==> config.mk <==
export PLATFORM = sky130hd
export DESIGN_NAME = request_encoder
export DESIGN_NICKNAME = d
export VERILOG_FILES = /design/src/rtl/request_encoder.sv
export SDC_FILE = /design/constraint.sdc
export NUM_CORES = 1
export LEC_CHECK = 0
export ABC_AREA = 1
export BUFFER_PORTS_ARGS = -buffer_cell sky130_fd_sc_hd__clkbuf_2
export CAP_MARGIN = 20
export CORE_AREA = 4 4 41 43
export CTS_CLUSTER_DIAMETER = 150
export DETAILED_ROUTE_END_ITERATION = 16
export DIE_AREA = 0 0 45 47
export SLEW_MARGIN = 20
export SYNTH_ARGS = -nofsm -noshare
export SYNTH_HDL_FRONTEND = slang
export SYNTH_SLANG_ARGS = --single-unit
==> constraint.sdc <==
create_clock -name clk -period 2.1 [get_ports clk]
set_input_delay 0 -clock clk [delete_from_list [all_inputs] [get_ports clk]]
set_output_delay 0 -clock clk [all_outputs]
set_load 0.02 [all_outputs]
==> src/rtl/request_encoder.sv <==
// request_encoder
//   Collects request lines into a pending register and hands out one pending
//   request at a time as a binary address, using a valid/ack handshake. A
//   serviced bit is cleared only when its grant is acked. If a request and the
//   ack for the same bit land on the same edge, the request wins and the bit
//   stays pending.
//
// Build option:
//   ROUND_ROBIN_EN - when defined, the scan for the next grant starts at a
//                    rotating pointer instead of always at index 0.
//
// Parameters:
//   N_REQ    number of request lines (must equal 2**ADDR_W)
//   ADDR_W   width of the encoded address
//
// Ports:
//   clk       rising-edge clock
//   rst_n     asynchronous active-low reset
//   req       request lines; a high bit sets the matching pending bit
//   enable    allows a new grant to start (an active grant always completes)
//   ack       consumer accepts addr_out; ignored while valid is low
//   clr_ovf   synchronous clear of ovf (a new overflow on the same edge wins)
//   addr_out  address of the granted request; stale while valid is low
//   valid     addr_out holds a live grant
//   pending   current pending register
//   ovf       sticky flag: a request hit a bit that was already pending
module request_encoder #(
    parameter int unsigned N_REQ  = 4,
    parameter int unsigned ADDR_W = 2
) (
    input  logic              clk,
    input  logic              rst_n,
    input  logic [N_REQ-1:0]  req,
    input  logic              enable,
    input  logic              ack,
    input  logic              clr_ovf,
    output logic [ADDR_W-1:0] addr_out,
    output logic              valid,
    output logic [N_REQ-1:0]  pending,
    output logic              ovf
);

    typedef enum logic [0:0] {StIdle, StGrant} state_e;

    state_e            state_q, state_d;
    logic [ADDR_W-1:0] addr_q, addr_d;
    logic [N_REQ-1:0]  pending_q, pending_d;
    logic              ovf_q, ovf_d;

    logic [N_REQ-1:0]  clr_mask;
    logic              ack_fire;
    logic              sel_found;
    logic [ADDR_W-1:0] sel_idx;

    assign ack_fire = valid & ack;

    // Bit to clear this edge: only the granted bit, and only when it is acked.
    always_comb begin
        clr_mask = '0;
        if (ack_fire) begin
            clr_mask[addr_q] = 1'b1;
        end
    end

    // A request is ORed in after the clear, so a request always beats an ack.
    always_comb begin
        pending_d = (pending_q & ~clr_mask) | req;
        ovf_d     = (|(req & pending_q & ~clr_mask)) | (ovf_q & ~clr_ovf);
    end

`ifdef ROUND_ROBIN_EN
    logic [ADDR_W-1:0] rr_ptr_q, rr_ptr_d;
    logic [ADDR_W-1:0] scan_idx;

    // The index wraps naturally because N_REQ == 2**ADDR_W.
    always_comb begin
        sel_found = 1'b0;
        sel_idx   = '0;
        scan_idx  = '0;
        for (int i = 0; i < int'(N_REQ); i++) begin
            scan_idx = rr_ptr_q + ADDR_W'(i);
            if (!sel_found && pending_q[scan_idx]) begin
                sel_found = 1'b1;
                sel_idx   = scan_idx;
            end
        end
    end

    assign rr_ptr_d = ack_fire ? addr_q + 1'b1 : rr_ptr_q;

    always_ff @(posedge clk or negedge rst_n) begin
        if (!rst_n) begin
            rr_ptr_q <= '0;
        end else begin
            rr_ptr_q <= rr_ptr_d;
        end
    end
`else
    // Fixed priority: scan downward so that the lowest set index is the one kept.
    always_comb begin
        sel_found = |pending_q;
        sel_idx   = '0;
        for (int i = int'(N_REQ) - 1; i >= 0; i--) begin
            if (pending_q[i]) begin
                sel_idx = ADDR_W'(i);
            end
        end
    end
`endif

    // State register
    always_ff @(posedge clk or negedge rst_n) begin
        if (!rst_n) begin
            state_q   <= StIdle;
            addr_q    <= '0;
            pending_q <= '0;
            ovf_q     <= 1'b0;
        end else begin
            state_q   <= state_d;
            addr_q    <= addr_d;
            pending_q <= pending_d;
            ovf_q     <= ovf_d;
        end
    end

    // Next state. The grant decision uses the registered pending value, so there
    // is always at least one idle cycle between grants.
    always_comb begin
        state_d = state_q;
        unique case (state_q)
            StIdle:  if (enable && sel_found) state_d = StGrant;
            StGrant: if (ack)                 state_d = StIdle;
            default: state_d = StIdle;
        endcase
    end

    // Outputs. The address is captured when a grant starts and held until the
    // next grant starts.
    always_comb begin
        addr_d = addr_q;
        if (state_q == StIdle && state_d == StGrant) begin
            addr_d = sel_idx;
        end
    end

    assign valid    = (state_q == StGrant);
    assign addr_out = addr_q;
    assign pending  = pending_q;
    assign ovf      = ovf_q;

endmodule

==> metrics.cfg <==
[outcome]
status=complete, no violations

[power]
switching_power_mw=0.214
vdd_drop_max_mv=0.528
combPwrFrac=0.377
power_density_nw_per_um2=915
p_leak_nw=0.350
clkPwrFrac=0.208
p_int_mw=0.332
p_sw_frac=0.392
power_frac_seq=0.415

[placed_design]
pre_cts_ws_ns=1.11
io_buffers=16
placed_cells=88
hpwl_um=770
place_congestion=0.762

[flow_run]
cap_violations=0

[global_routing]
antenna_found_initial=0
grt_pass1_vias=389
grt_max_degree=9
grt_remaining_overflow=0
grt_util_all_layers=0.108
grt_first_pass_wirelength_mm=1.60

[die]
fp-row-count=13
die_area_um2=2120
core_um2=1300
dieWidth_um=45
die_h_um=47
num_io_pins=17
initial_core_util=0.319

[cts]
clkTransAtPathRegs_ns=0.05
cts_buffers=3
cts_tree=yes
cts_hold_buf=6
cts_root_buf=clkbuf_4
cts.htree.levels=1
clock_path_buffers=2
cts_setup_buffers=0
clk_latency_ns=0.25
post_cts_resized=0
clkSinkCount=8

[worst_setup_path]
critical_path_class=flop to flop
cp_data_required_time_ns=2.23
max_stage_delay_ns=0.39
worstPathArrival_ns=1.12
path_max_fanout=4
cp_common_cell=nand2_1
path_buf_inv=2
cp_cell_sequence=nand2_1 > inv_1 > nand2_1 > nand2_1 > nand2_1 > inv_1 > nand2_1
start_kind=flop
critPathSlowestCell=dfrtp_1
critPathCaptureType=flop
crit_family=flip-flops

[yosys]
synth_fp_nets=66
synth.top_cells.by_area=dfrtp_1 (48%), nand2_1 (18%), inv_1 (11%)
synthCells=57
async_flop_share=1.00
yosys.area.top_type=dfrtp_1
avgSynthCellArea_um2=7.29
synthFlopType=dfrtp_1
synth_seq_cells=8
ys_types=13
ys_seq_area_frac=0.482
synth_top_area_share=0.482
synth.most_common_cell=nand2_1
synth_area_um2=415
synth-edff-count=0
synth_common_cells=nand2_1 (20), inv_1 (12), dfrtp_1 (8)
synth_warnings=0

[routing]
detail-route-antenna-nets=0
drc=0
drtPass1Iterations=4
initialDrtViolationCount=2
vias=422
post_drt_wl_per_cell_um=9.97
routed_wl_um=967
avgViaCountPerCell=4.35

[timing]
setup_viol=0
worstMarginPinSlew_ns=0.269
min_period_ns=0.990
fin_crit_sh=0.471
hold_viol=0
fmax_ghz=1.01
setup_ws_ns=1.11
slew_headroom=0.820
skew_ns=0.00466
tns_ns=0
rsz0062_at_grt=false
slew_viol_final=0

[final_layout]
nFillCells=157
syn_to_final_growth_pct=43.7
drive_above_1_share=0.268
antenna_cells=0
finish.net_count=93
final_cells=97

[min_path]
min_path_type=input pin to flop

placed cells by master, fill, tap and decap left out:
master and n:
dfrtp_1 8, o21ai_1 3, inv_1 12, nand3_1 1, o21ai_0 1, nor2_1 5
nand2_1 20, clkbuf_2 16, a21oi_1 1, a21boi_1 1, clkbuf_4 3, o21bai_1 1
o211ai_1 1, dlygate4sd3_1 6, a21o_2 2, nor2_2 1
power groups by stage:
stage / clock network, mW / logic [mW] / registers (mW)
after global routing: 0.132 / 0.231 / 0.234
after floorplan: 0 / 0.0932 / 0.265
after detailed placement: 0 / 0.200 / 0.229
final: 0.113 / 0.206 / 0.226
after global placement: 0 / 0.199 / 0.227
after CTS: 0.121 / 0.210 / 0.226
per-layer routing:
layer | global-route usage | routed length, µm
met1 | 0.125 | 442
met2 | 0.189 | 482
met3 | 0.0345 | 42
met4 | 0.0351 | 0
met5 | 0 | 0
state kept, by name (all words and copies together), names as in the netlist:
name,flops
valid,1
ovf,1
pending,4
addr_out,2
worst reg2reg max path, delay by kind of cell (launching register included):
kind	cells	cell delay, ns
flops	1	0.39
simple gates	5	0.35
buf+inv	2	0.14
stage by stage:
| step | util | hold slack (ns) | power, mW | area [µm²] |
|---|---|---|---|---|
| 2_1_floorplan | - | -0.296 | 0.358 | 415 |
| 6_report | 0.459 | 0.0811 | 0.546 | 597 |
| 3_3_place_gp | 0.395 | -0.138 | 0.426 | 514 |
| 3_5_place_dp | 0.395 | -0.136 | 0.430 | 514 |
| 4_1_cts | 0.459 | 0.0789 | 0.557 | 597 |
| 5_1_grt | 0.459 | 0.142 | 0.596 | 597 |
worst paths after layout:
| path | start | to | slack, ns | cells after the start |
|---|---|---|---|---|
| setup / recovery | valid | ovf | 1.11 | 7 |
| hold / removal | clr_ovf | ovf | 0.08 | 6 |
| setup reg to reg | valid | ovf | 1.11 | 7 |
| hold reg to reg | ovf | ovf | 0.56 | 4 |
| max in group asynchronous | rst_n | pending[3] | 1.78 | 2 |
| min in group asynchronous | rst_n | addr_out[0] | 0.13 | 2 |
area by class of cell:
class	count	area, µm²	area share
Inverter	12	45.0	0.0755
Tap cell	15	18.8	0.0314
Timing Repair Buffer	22	140	0.235
Clock buffer	3	22.5	0.0377
Multi-Input combinational cell	37	170	0.285
Sequential cell	8	200	0.335
logic make-up after synthesis:
logic type	after synthesis	share of synthesized area
AND/OR/NAND/NOR	27	0.253
buffers and inverters	12	0.108
AO/OA/AOI/OAI	10	0.157
flip-flops	8	0.482
Power figures use the tool's default switching activity.
